### config.mk
export PLATFORM = sky130hd
export DESIGN_NAME = delay_cal
export DESIGN_NICKNAME = d
export VERILOG_FILES = /design/src/rtl/delay_cal.sv
export SDC_FILE = /design/constraint.sdc
export NUM_CORES = 1
export LEC_CHECK = 0
export CELL_PAD_IN_SITES_DETAIL_PLACEMENT = 1
export CELL_PAD_IN_SITES_GLOBAL_PLACEMENT = 1
export CORE_AREA = 10 10 106 108
export CTS_CLUSTER_SIZE = 10
export DETAILED_ROUTE_END_ITERATION = 16
export DIE_AREA = 0 0 116 118
export MAX_ROUTING_LAYER = met4
export PLACE_DENSITY = 0.88
export SLEW_MARGIN = 20
export SYNTH_ARGS = -nofsm -noshare
export SYNTH_HDL_FRONTEND = slang
export SYNTH_SLANG_ARGS = --single-unit
### constraint.sdc
create_clock -name clk -period 3.9 [get_ports clk]
set_input_delay 0.78 -clock clk [delete_from_list [all_inputs] [get_ports clk]]
set_output_delay 0.78 -clock clk [all_outputs]
set_load 0.05 [all_outputs]
### src/rtl/delay_cal.sv
// Read-capture delay calibration: sweeps PLL fine-delay taps 0..15, tests each tap and parks the delay at the centre of the widest passing window.
// Optional manual override enabled by defining DELAY_CAL_MANUAL_EN (adds man_en/man_delay).
module delay_cal #(
    parameter logic [3:0]  DEFAULT_DELAY = 4'd8,
    parameter int unsigned SETTLE_CYCLES = 64,
    parameter int unsigned N_PASS        = 2,
    parameter int unsigned MIN_WIN       = 3
) (
    input  logic        clk,
    input  logic        rst_n,
    input  logic        cal_start,
    output logic        cal_busy,
    output logic        cal_done,
    output logic        cal_ok,
    output logic [3:0]  delay,
    output logic        test_req,
    input  logic        test_done,
    input  logic        test_pass,
    output logic [15:0] pass_map,
    output logic [4:0]  win_len
`ifdef DELAY_CAL_MANUAL_EN
    ,
    input  logic        man_en,
    input  logic [3:0]  man_delay
`endif
);

    localparam int unsigned SW = $clog2(SETTLE_CYCLES + 1);

    typedef enum logic [2:0] {IDLE, SET, SETTLE, TEST, EVAL, DONE} state_t;

    state_t          state, state_nx;
    logic [3:0]      tap;
    logic [SW-1:0]   settle_cnt;
    logic [3:0]      run_cnt;
    logic            tap_ok;
    logic [3:0]      idx;
    logic [3:0]      run_start, best_start;
    logic [4:0]      run_len, best_len;
    logic            last_run;
    logic            man_active;
    logic            bit_pass;
    logic [4:0]      run_len_nx;
    logic [3:0]      run_start_nx;
    logic [3:0]      centre;

`ifdef DELAY_CAL_MANUAL_EN
    logic            man_en_q;
    logic [3:0]      cal_delay;
    assign man_active = man_en;
`else
    assign man_active = 1'b0;
`endif

    assign last_run = (run_cnt == 4'(N_PASS - 1));

    always_ff @(posedge clk or negedge rst_n) begin
        if (!rst_n) state <= IDLE;
        else        state <= state_nx;
    end

    always_comb begin
        state_nx = state;
        case (state)
            IDLE:    if (cal_start && !man_active) state_nx = SET;
            SET:     state_nx = SETTLE;
            SETTLE:  if (settle_cnt == '0) state_nx = TEST;
            TEST:    if (test_req && test_done && last_run)
                         state_nx = (tap == 4'd15) ? EVAL : SET;
            EVAL:    if (idx == 4'd15) state_nx = DONE;
            DONE:    state_nx = IDLE;
            default: state_nx = IDLE;
        endcase
    end

    // Window scan: a run starts on a pass following a fail (or bit 0); no wrap from bit 15 to bit 0
    always_comb begin
        bit_pass     = pass_map[idx];
        run_len_nx   = bit_pass ? run_len + 5'd1 : '0;
        run_start_nx = (bit_pass && run_len == '0) ? idx : run_start;
        centre       = best_start + 4'((best_len - 5'd1) >> 1);
    end

    always_ff @(posedge clk or negedge rst_n) begin
        if (!rst_n) begin
            delay      <= DEFAULT_DELAY;
            cal_busy   <= 1'b0;
            cal_done   <= 1'b0;
            cal_ok     <= 1'b0;
            test_req   <= 1'b0;
            pass_map   <= '0;
            win_len    <= '0;
            tap        <= '0;
            settle_cnt <= '0;
            run_cnt    <= '0;
            tap_ok     <= 1'b0;
            idx        <= '0;
            run_start  <= '0;
            run_len    <= '0;
            best_start <= '0;
            best_len   <= '0;
`ifdef DELAY_CAL_MANUAL_EN
            man_en_q   <= 1'b0;
            cal_delay  <= DEFAULT_DELAY;
`endif
        end else begin
            cal_done <= 1'b0;
`ifdef DELAY_CAL_MANUAL_EN
            man_en_q <= man_en;
`endif
            case (state)
                IDLE: begin
`ifdef DELAY_CAL_MANUAL_EN
                    if (man_en)        delay <= man_delay;
                    else if (man_en_q) delay <= cal_delay;
`endif
                    if (cal_start && !man_active) begin
                        tap      <= '0;
                        pass_map <= '0;
                        win_len  <= '0;
                        cal_ok   <= 1'b0;
                        cal_busy <= 1'b1;
                    end
                end
                SET: begin
                    delay      <= tap;
                    settle_cnt <= SW'(SETTLE_CYCLES);
                end
                SETTLE: begin
                    if (settle_cnt == '0) begin
                        run_cnt <= '0;
                        tap_ok  <= 1'b1;
                    end else begin
                        settle_cnt <= settle_cnt - 1'b1;
                    end
                end
                TEST: begin
                    // Requests only rise from a low cycle, giving the mandatory gap between runs
                    if (!test_req) begin
                        test_req <= 1'b1;
                    end else if (test_done) begin
                        test_req <= 1'b0;
                        tap_ok   <= tap_ok & test_pass;
                        run_cnt  <= run_cnt + 4'd1;
                        if (last_run) begin
                            pass_map[tap] <= tap_ok & test_pass;
                            if (tap != 4'd15) begin
                                tap <= tap + 4'd1;
                            end else begin
                                idx        <= '0;
                                run_start  <= '0;
                                run_len    <= '0;
                                best_start <= '0;
                                best_len   <= '0;
                            end
                        end
                    end
                end
                EVAL: begin
                    run_len   <= run_len_nx;
                    run_start <= run_start_nx;
                    if (run_len_nx > best_len) begin
                        best_len   <= run_len_nx;
                        best_start <= run_start_nx;
                    end
                    idx <= idx + 4'd1;
                end
                DONE: begin
                    win_len  <= best_len;
                    cal_done <= 1'b1;
                    cal_busy <= 1'b0;
                    if (best_len >= 5'(MIN_WIN)) begin
                        delay  <= centre;
                        cal_ok <= 1'b1;
`ifdef DELAY_CAL_MANUAL_EN
                        cal_delay <= centre;
`endif
                    end else begin
                        delay  <= DEFAULT_DELAY;
                        cal_ok <= 1'b0;
`ifdef DELAY_CAL_MANUAL_EN
                        cal_delay <= DEFAULT_DELAY;
`endif
                    end
                end
                default: ;
            endcase
        end
    end

endmodule

==> impl_summary.log <==
INFO  metric run_status = finished clean
INFO  metric die-width = 116 um
INFO  metric final_core_util = 0.502
INFO  metric vias_per_cell = 5.89
INFO  metric post_cts_resized = 0
INFO  metric report.power.total = 2.44 mW
INFO  metric final.fill_count = 1042
INFO  metric top_level_ports = 34
INFO  metric hp-class = flip-flop to flip-flop
INFO  metric synth_async_sr_flop_share = 1.00
INFO  metric syn_area = 3990 um2
INFO  metric synthesis.nets = 437
INFO  metric final_period_minus_worst_setup_slack = 3.54 ns
INFO  metric clock-sinks = 70
INFO  metric first_global_vias = 3474
INFO  metric placeableCoreArea = 9110 um2
INFO  metric ctsHtreeMaxLevel = 3
INFO  metric crit_path_category = flip-flop to flip-flop
INFO  metric end_kind = flip-flop
INFO  metric ctsHoldBuffers = 0
INFO  metric worst-r2r-cell-count = 10
INFO  metric timing.rr.start = idx[1]
INFO  metric irDropWorstVdd = 0.284 mV
INFO  metric cp.arrival = 3.78 ns
INFO  metric first_pass_grt_wire_length = 18200 um
INFO  metric detail-route-antenna-nets = 0
INFO  metric grt_antenna_before_repair = 0
INFO  metric final_cell_count_no_fill = 553
INFO  metric syn-instance-count = 410
INFO  metric synth_top_flop_cell = dfrtp_1
INFO  metric timing.reg2reg.setup_slack = 0.36 ns
INFO  metric slew_headroom = 0.392
INFO  metric routed_wl = 10600 um
INFO  metric crit_path_max_incr_delay = 0.64 ns
INFO  metric dieHeight = 118 um
INFO  metric synth-adder-area-share = 0.0709
INFO  metric grtUsageTotal = 0.166
INFO  metric hold_depth = 2
INFO  metric worst_r2r_endpoint = best_len[3]
INFO  metric worstSetupStartpointType = flip-flop
INFO  metric area.sequential = 1750 um2
INFO  metric start_util = 0.438
INFO  metric dominant_combinational_cell_family_by_area_after_synthesis = compound AO/OA/AOI/OAI gates
INFO  metric clkSlewWorstSetupHoldPaths = 0.07 ns
INFO  metric cts.path.max_buffers = 2
INFO  metric timing.final.crit_share = 0.908
INFO  metric p_leak = 1.94 nW
INFO  metric crit_path_max_fanout = 13
INFO  metric postCtsSetupBuffers = 0
INFO  metric cts_made_buffers = 9
INFO  metric ys.warnings.count = 0
INFO  metric synth.top_cell.area_share = 0.433
INFO  metric drc = 0
INFO  metric layout-drive-gt1-share = 0.0882
INFO  metric yosysSeqAreaShare = 0.440
INFO  metric design.final.nets = 466
INFO  metric detail_route.iter0.violations = 222
INFO  metric yosys_register_bits = 70
INFO  metric hold_path.startpoint = delay[3]
INFO  metric fin_tns_setup = 0 ns
INFO  metric yosys.area_share.simple = 0.148
INFO  metric fmax = 282 MHz
INFO  metric die_area = 13700 um2
INFO  metric worst_pin_slew = 0.911 ns
INFO  metric mostFrequentLayoutCell = dfrtp_1
INFO  metric muxShareOfSynthArea = 0.0530
INFO  metric routabilityCongestion = 0.813
INFO  metric placementRows = 35
INFO  metric worstHoldEndpoint = delay[3]
INFO  metric final_cell_mix = 69 x dfrtp_1, 56 x o21ai_1, 32 x nand2_1, 32 x clkdlybuf4s50_1, 26 x nor2_1
INFO  metric worst_ep_required_time = 4.14 ns
INFO  metric timing.critical_path.slowest_stage_cell = dfrtp_1
INFO  metric cts-root-buf = clkbuf_8
INFO  metric port_buffers = 33
INFO  metric maximum_number_of_pins_on_one_net_before_global_route_repair = 71
INFO  metric multi_input_area = 2070 um2
INFO  metric cts_tree = yes
INFO  metric report.final.hold_viol_count = 0
INFO  metric wl_per_cell = 19.1 um
INFO  metric firstDrtPassIters = 4
INFO  metric placedCellCount = 539
INFO  metric critical_path.cell_chain = mux4_2 -> mux2i_2 -> a21oi_1 -> and2_1 -> ha_1 -> nor2b_1 -> o31ai_1 -> a21oi_1 -> and2_1 -> a32o_1
INFO  metric num_vias = 3258
INFO  metric rsz0062_at_grt = no
INFO  metric hpwlAfterDp = 7660 um
INFO  metric worst_skew_pair.late_latency = 0.35 ns
INFO  metric layout-area-overhead-vs-synth = 14.7%
INFO  metric setup_violations = 0
INFO  metric gr-total-overflow = 0
INFO  metric yosys.area.top_type = dfrtp_1
INFO  metric synth_compound_gate_area_share = 0.216
INFO  metric yosys-top-cells-area = dfrtp_1 43%, o21ai_1 7.0%, ha_1 6.6%, mux4_2 3.4%, nand2_1 3.0%
INFO  metric synth_enable_flop_cells = 0
INFO  metric synth_cell_type_count = 54
INFO  metric timing.max_cap.violations = 0
INFO  metric post_synth_xor_area_fraction = 0.0329
INFO  metric syn_avg_cell_area = 9.73 um2
INFO  metric drv_slew = 0
INFO  metric skew = 0.00747 ns
INFO  metric insertedDiodeCount = 0
INFO  metric power.density = 533 nW/um2
-- layer usage --
metal  share of wire  GRT usage  up-vias
met4           0.014     0.0571        0
met5               0          -        -
met3           0.030     0.0224       11
li1                -          -     1548
met1            0.45      0.208     1651
met2            0.50      0.266       48
-- cell type report --
cell class / instances / share of cell area
sequential: 70 / 0.383
timing repair buffer: 36 / 0.0760
clock inverter: 1 / 0.00109
multi-input combinational: 299 / 0.454
tap: 111 / 0.0304
inverter: 23 / 0.0189
clock buffer: 13 / 0.0369
-- where the power goes --
group          internal, mW  switching (mW)
registers             0.841           0.157
clock network         0.276           0.269
logic                 0.320           0.577
-- critical path: cells and delay by family (launching register included) --
kind	cells	cell delay [ns]
AO/OA/AOI/OAI	4	1.01
adder cells (fa/ha/maj)	1	0.28
flip-flops	1	0.64
multiplexers	2	0.83
AND/OR/NAND/NOR	3	0.66
-- flip-flops by register name, summed over array words and instances (netlist names) --
register and flops:
tap 4, state 3, settle_cnt 7, win_len 5, run_len 5, test_req 1, cal_ok 1, best_start 4
tap_ok 1, run_cnt 4, pass_map 16, run_start 4, best_len 5, idx 4, cal_done 1, delay 4
cal_busy 1
-- cell usage after synthesis, drive strengths merged, types with 4 or more instances --
library cell	n
and3	5
nor2	26
and2	8
a21oi	18
o22ai	5
a32o	7
a31oi	6
mux2i	5
nand3	10
o2bb2ai	4
nor3	7
clkbuf	12
mux4	6
o21ai	63
xnor2	9
dfrtp	69
o211ai	6
ha	21
inv	23
nand2	32
xor2	6
nand2b	4
a22o	12
buf	6
nor2b	8
-- worst max-delay path by stage --
stage,start,endpoint,slack [ns]
floorplan,pass_map[10],best_len[0],0.88
CTS,idx[1],best_len[2],0.34
finish,idx[1],best_len[3],0.36
global placement,idx[1],best_len[4],0.65
detailed placement,idx[1],best_len[2],0.36
global route,idx[1],best_len[2],0.16
-- cells by family after synthesis --
logic type	after synthesis
AND/OR/NAND/NOR	116
multiplexers	13
buffers and inverters	41
XOR/XNOR	15
AO/OA/AOI/OAI	133
adder cells (fa/ha/maj)	22
flip-flops	70
-- metrics by stage --
step | setup slack [ns] | hold WS [ns] | instance area [um2]
2_1_floorplan | 0.879 | 0.435 | 3990
5_1_grt | 0.163 | 0.503 | 4570
3_5_place_dp | 0.363 | 0.484 | 4400
4_1_cts | 0.340 | 0.500 | 4570
3_3_place_gp | 0.647 | 0.462 | 4400
6_report | 0.360 | 0.491 | 4570
No activity file was read; power rests on OpenSTA's default activity.
